===== src/rtl/serial_subtractor_if.sv =====
// -----------------------------------------------------------------------------
// serial_subtractor_if
// Start/done handshake and operand/result bus for the bit-serial subtractor.
//   start  : request a new operation (master -> slave)
//   x, y   : minuend / subtrahend, WIDTH bits (master -> slave)
//   b0     : borrow-in (master -> slave)
//   busy   : operation in progress (slave -> master)
//   done   : one-cycle pulse, Diff/b8 just updated (slave -> master)
//   Diff   : registered difference, WIDTH bits (slave -> master)
//   b8     : registered borrow-out (slave -> master)
// -----------------------------------------------------------------------------
interface serial_subtractor_if #(
   parameter int WIDTH = 8
);
   logic             start;
   logic [WIDTH-1:0] x;
   logic [WIDTH-1:0] y;
   logic             b0;
   logic             busy;
   logic             done;
   logic [WIDTH-1:0] Diff;
   logic             b8;

   modport master (
      output start, x, y, b0,
      input  busy, done, Diff, b8
   );

   modport slave (
      input  start, x, y, b0,
      output busy, done, Diff, b8
   );
endinterface


===== src/rtl/serial_subtractor.sv =====
// -----------------------------------------------------------------------------
// serial_subtractor
// Bit-serial unsigned subtractor, LSB first: {b8, Diff} = x - y - b0.
// One operation per start/done handshake; the result is held until the next
// operation completes. Latency from accepted start to done is WIDTH edges.
//   clk : rising-edge clock
//   rst : asynchronous, active-high reset
//   bus : serial_subtractor_if.slave (start, x, y, b0 in; busy, done, Diff, b8 out)
// -----------------------------------------------------------------------------
module serial_subtractor #(
   parameter int WIDTH = 8
) (
   input  logic                clk,
   input  logic                rst,
   serial_subtractor_if.slave  bus
);

   localparam int CW = (WIDTH > 2) ? $clog2(WIDTH) : 1;

   typedef enum logic [1:0] {
      IDLE = 2'd0,
      RUN  = 2'd1,
      DONE = 2'd2
   } state_t;

   state_t           state, state_nxt;

   logic [WIDTH-1:0] xs, ys, acc;
   logic             br;
   logic [CW-1:0]    cnt;
   logic [WIDTH-1:0] diff_q;
   logic             b8_q;

   logic             load, step, last;
   logic             busy_c, done_c;
   logic             d, br_nxt;
   logic [WIDTH-1:0] acc_nxt;

   // One full-subtractor cell operating on the current LSBs.
   assign d       = xs[0] ^ ys[0] ^ br;
   assign br_nxt  = (~xs[0] & ys[0]) | (~(xs[0] ^ ys[0]) & br);
   assign acc_nxt = {d, acc[WIDTH-1:1]};
   assign last    = (cnt == CW'(WIDTH - 1));

   // State register.
   always_ff @(posedge clk or posedge rst) begin
      if (rst) state <= IDLE;
      else     state <= state_nxt;
   end

   // Next-state and control decode.
   // NOTE: every signal driven here gets a default first, so no path leaves it
   // unassigned and no latch is inferred.
   always_comb begin
      state_nxt = state;
      busy_c    = 1'b0;
      done_c    = 1'b0;
      load      = 1'b0;
      step      = 1'b0;
      unique case (state)
         IDLE: begin
            if (bus.start) begin
               load      = 1'b1;
               state_nxt = RUN;
            end
         end
         RUN: begin
            busy_c = 1'b1;
            step   = 1'b1;
            if (last) state_nxt = DONE;
         end
         DONE: begin
            done_c = 1'b1;
            // Back-to-back: a start seen in the done cycle is accepted directly.
            if (bus.start) begin
               load      = 1'b1;
               state_nxt = RUN;
            end else begin
               state_nxt = IDLE;
            end
         end
         default: state_nxt = IDLE;
      endcase
   end

   // Datapath. Start in RUN is ignored because load is only decoded in
   // IDLE/DONE; acc needs no clearing since all WIDTH bits are shifted in.
   // NOTE: sequential state uses non-blocking assignments so every register
   // samples pre-edge values regardless of statement order.
   always_ff @(posedge clk or posedge rst) begin
      if (rst) begin
         xs     <= '0;
         ys     <= '0;
         acc    <= '0;
         br     <= 1'b0;
         cnt    <= '0;
         diff_q <= '0;
         b8_q   <= 1'b0;
      end else if (load) begin
         xs  <= bus.x;
         ys  <= bus.y;
         br  <= bus.b0;
         cnt <= '0;
      end else if (step) begin
         xs  <= xs >> 1;
         ys  <= ys >> 1;
         br  <= br_nxt;
         acc <= acc_nxt;
         cnt <= cnt + CW'(1);
         // Publish on the edge that processes the MSB, so the result becomes
         // visible exactly when the state enters DONE.
         if (last) begin
            diff_q <= acc_nxt;
            b8_q   <= br_nxt;
         end
      end
   end

   // busy/done decode directly from the state register, so they follow an
   // asynchronous reset immediately.
   assign bus.busy = busy_c;
   assign bus.done = done_c;
   assign bus.Diff = diff_q;
   assign bus.b8   = b8_q;

endmodule

===== src/flat_wrapper.sv =====
// flat-port wrapper written by rule: the top's interface ports become plain ports
module serial_subtractor_flat 
#(
   parameter int WIDTH = 8
)
  (clk, rst, bus_start, bus_x, bus_y, bus_b0, bus_busy, bus_done, bus_Diff, bus_b8);
  serial_subtractor_if #(.WIDTH(WIDTH)) bus_i ();
  input  logic clk;
  input  logic rst;
  input wire logic [$bits(bus_i.start)-1:0] bus_start;
  input wire logic [$bits(bus_i.x)-1:0] bus_x;
  input wire logic [$bits(bus_i.y)-1:0] bus_y;
  input wire logic [$bits(bus_i.b0)-1:0] bus_b0;
  output wire logic [$bits(bus_i.busy)-1:0] bus_busy;
  output wire logic [$bits(bus_i.done)-1:0] bus_done;
  output wire logic [$bits(bus_i.Diff)-1:0] bus_Diff;
  output wire logic [$bits(bus_i.b8)-1:0] bus_b8;
  assign bus_i.start = bus_start;
  assign bus_i.x = bus_x;
  assign bus_i.y = bus_y;
  assign bus_i.b0 = bus_b0;
  assign bus_busy = bus_i.busy;
  assign bus_done = bus_i.done;
  assign bus_Diff = bus_i.Diff;
  assign bus_b8 = bus_i.b8;
  serial_subtractor #(.WIDTH(WIDTH)) u_core (.clk(clk), .rst(rst), .bus(bus_i));
endmodule

===== config.mk =====
export PLATFORM = sky130hd
export DESIGN_NAME = serial_subtractor_flat
export DESIGN_NICKNAME = d
export VERILOG_FILES = /design/src/rtl/serial_subtractor_if.sv /design/src/rtl/serial_subtractor.sv /design/src/flat_wrapper.sv
export SDC_FILE = /design/constraint.sdc
export NUM_CORES = 1
export LEC_CHECK = 0
export BUFFER_PORTS_ARGS = -buffer_cell sky130_fd_sc_hd__buf_2
export CAP_MARGIN = 20
export CELL_PAD_IN_SITES_DETAIL_PLACEMENT = 1
export CELL_PAD_IN_SITES_GLOBAL_PLACEMENT = 2
export CORE_MARGIN = 5
export CORE_UTILIZATION = 38
export DETAILED_ROUTE_END_ITERATION = 12
export PLACE_DENSITY = 0.81
export SLEW_MARGIN = 10
export SYNTH_ARGS = -nofsm -noshare
export SYNTH_HDL_FRONTEND = slang
export SYNTH_SLANG_ARGS = --single-unit
export TNS_END_PERCENT = 10

===== constraint.sdc =====
create_clock -name clk -period 4.1 [get_ports clk]
set_input_delay 0.205 -clock clk [delete_from_list [all_inputs] [get_ports clk]]
set_output_delay 0.205 -clock clk [all_outputs]
set_load 0.02 [all_outputs]

==> key figures <==
Run
  – Max Cap Violations: 0

Logic synthesis
  – FF+latch count, synth: 38
  – Post-Synthesis Net Count: 186
  – Yosys cell types: 25
  – Sequential area share after synthesis: 53.4%
  – Syn avg cell area: 10.9 um2
  – Mapped Area: 1780 um2
  – Synth warnings: 0
  – Post-synthesis cell count: 163

Timing
  – Slew margin rel.: 34.5%
  – Period minus WS final: 2260 ps
  – Pins over their slew limit: 0
  – Final Setup Violations: 0
  – Fmax: 0.442 GHz
  – Sum of negative setup slack: 0 ps
  – RSZ-0062 raised after global routing: false
  – Final Hold Viols: 0
  – WHS: 18.3 ps
  – Ratio of final minimum period to clock period: 55.2%
  – Setup Skew: 6.38 ps
  – Least-Margin Pin Slew: 982 ps

Detailed routing
  – Routed via count: 1,227
  – First-pass iteration count of the detailed router: 3
  – Per-cell routed wire length: 14.2 um
  – DR vias/cell: 5.03
  – Initial drt markers: 46
  – ANT nets after route: 0
  – Routed wire length: 3480 um
  – DRC: 0

Global route
  – Largest net degree at the start of global routing: 39
  – GRT Total Usage: 12.6%
  – Grt total ovfl: 0
  – First-pass GRT wire length: 6090 um
  – Vias in the first global route: 1,302
  – Initial antenna violation count: 0

Clocking
  – Hold_buf cts: 0
  – CTS resizes: 0
  – Inserted Clock Buffers: 5
  – CTS tree: built
  – Clock Latency Late Sink: 280 ps
  – # H-tree levels: 2
  – CTS root buffer: clkbuf_8
  – Clock sink count: 38
  – Post CTS Setup Buffer Count: 0
  – Clock slew at reported path FFs: 80 ps
  – Max Root-Sink Buffers: 2

Layout
  – Layout area overhead: 14.5%
  – Final Util: 44.1%
  – Diode count: 0
  – Layout cells sized above 1: 26.8%
  – Nets: 212
  – Number of fill cells: 534
  – Area of the multi-input gates: 712 um2
  – Sequential Area: 951 um2

Worst setup path
  – CP Capture Type: primary output
  – Crit-path max FO: 31
  – CP Data Arrival Time: 2060 ps
  – Startpoint types: flip-flop
  – Crit path kind: flip-flop to primary output
  – Critical path required time: 3890 ps

Placed design
  – Hpwl dp: 2470 um
  – Placer Congestion: 0.681
  – PortBufs: 30

Die
  – Die H: 78.5 um
  – # IOs: 31
  – Row count: 25
  – Full die area: 6160 um2
  – Die X: 78.5 um
  – Core ar.: 4630 um2
  – Initial Util: 38.5%

Hold path
  – Min-delay worst type: input port to asynchronous set/reset pin

Power
  – Sw Ratio: 37.2%
  – Net Switching: 0.592 mW
  – VDD IR max: 0.240 mV
  – P_int: 1.00 mW
  – P per Cell Area: 781 nW/um2
  – Seq pwr share: 44.4%
  – Comb pwr share: 35.8%
  – Clock network fraction of total power: 19.8%
  – Total power: 1.59 mW
  – Leakage: 0.977 nW

Outcome
  – Outcome: finished clean
## logic make-up after synthesis
logic type,Yosys count,share of synthesized area [%]
buffers and inverters,22,6.67
AOI/OAI and AO/OA,37,12.6
and+or+nand+nor,43,12.9
DFF,38,53.4
muxes,20,11.9
adders and majority gates,3,2.53
## path summary, 6_finish.rpt
path,to,slack (ps),cells after the start,startpoint
worst max-delay path,bus_busy,1840,3,u_core.state[0]
worst min-delay path,u_core.bus.Diff[0],20,3,rst
worst max register to register,u_core.ys[6],2300,3,u_core.state[0]
worst min register to register,u_core.acc[1],480,2,u_core.acc[1]
max in group asynchronous,u_core.state[1],3740,3,rst
min in group clk,u_core.xs[6],190,3,bus_x[6]
## Yosys cell counts
| cell type | n | share of area (%) |
|---|---|---|
| a211oi_1 | 9 | 3.8 |
| fa_1 | 1 | 1.1 |
| o22ai_1 | 5 | 1.8 |
| and2_4 | 1 | 0.49 |
| a21oi_1 | 14 | 3.9 |
| nand2b_1 | 2 | 0.70 |
| mux2i_1 | 10 | 5.6 |
| dfrtp_1 | 38 | 53 |
| mux2_2 | 9 | 5.7 |
| a21o_1 | 1 | 0.42 |
| buf_2 | 8 | 2.2 |
| nand2b_4 | 1 | 0.77 |
| nor2_1 | 1 | 0.21 |
| o21ai_0 | 6 | 1.7 |
| nand3b_1 | 1 | 0.42 |
| ha_1 | 2 | 1.4 |
| mux2_1 | 1 | 0.63 |
| a22o_1 | 2 | 0.98 |
| buf_4 | 1 | 0.42 |
| nor2b_1 | 10 | 3.5 |
| inv_1 | 10 | 2.1 |
| nand3_1 | 3 | 0.84 |
| nand2_1 | 23 | 4.8 |
| buf_6 | 3 | 1.9 |
| nand3b_4 | 1 | 1.1 |
## cell type report
cell class / count / share of cell area [%]
clock inverter: 3 / 2.21
sequential: 38 / 46.6
multi-input combinational: 103 / 34.9
inverter: 10 / 1.84
timing repair buffer: 31 / 7.73
tap: 54 / 3.31
clock buffer: 5 / 3.37
## metrics by stage
| step | setup slack, ps | std cells | instance area (um2) |
|---|---|---|---|
| floorplan | 2600 | 163 | 1780 |
| global placement | 2200 | 236 | 1930 |
| detailed placement | 2130 | 236 | 1930 |
| CTS | 1800 | 244 | 2040 |
| global route | 1650 | 244 | 2040 |
| finish | 1840 | 244 | 2040 |
## per-layer routing
layer / GRT usage [%] / wire, um / vias up
li1: - / - / 609
met1: 15.3 / 1580 / 596
met2: 20.9 / 1710 / 16
met3: 4.47 / 127 / 6
met4: 4.20 / 49 / 0
met5: 0 / 0 / -
## power by group through the flow
| stage | Combinational (mW) | Clock [mW] | Sequential, mW |
|---|---|---|---|
| 5_1_grt | 0.651 | 0.345 | 0.737 |
| 3_3_place_gp | 0.557 | 0 | 0.707 |
| 4_1_cts | 0.585 | 0.327 | 0.712 |
| 2_1_floorplan | 0.460 | 0 | 0.697 |
| 3_5_place_dp | 0.582 | 0 | 0.719 |
| 6_report | 0.571 | 0.315 | 0.707 |
## cell usage in the layout (no fill, tap or decap)
cell type,instances
nand2b_4,1
a211oi_1,9
a22o_1,2
nand2b_1,2
dfrtp_1,38
buf_4,1
clkbuf_8,5
o22ai_1,5
inv_1,10
fa_1,1
buf_2,30
mux2_2,9
nor2b_1,10
nand3_1,3
clkinvlp_4,2
a21o_1,1
a21oi_1,14
ha_1,2
nand3b_1,1
mux2i_1,10
nor2_1,1
nand2_1,23
o21ai_0,6
bufinv_16,1
mux2_1,1
nand3b_4,1
and2_4,1
## worst max-delay path, stage by stage, from the launching register on
cell      delay (ps)
dfrtp_1          990
nand2b_4         250
inv_1            300
buf_2            230
## sequential cells by signal, summed over array words and instances, names as in the netlist
register,count
u_core.acc,7
u_core.ys,8
u_core.br,1
u_core.state,2
u_core.xs,8
u_core.cnt,3
u_core.bus.Diff,8
u_core.bus.b8,1
No activity file was read; power rests on OpenSTA's default activity.
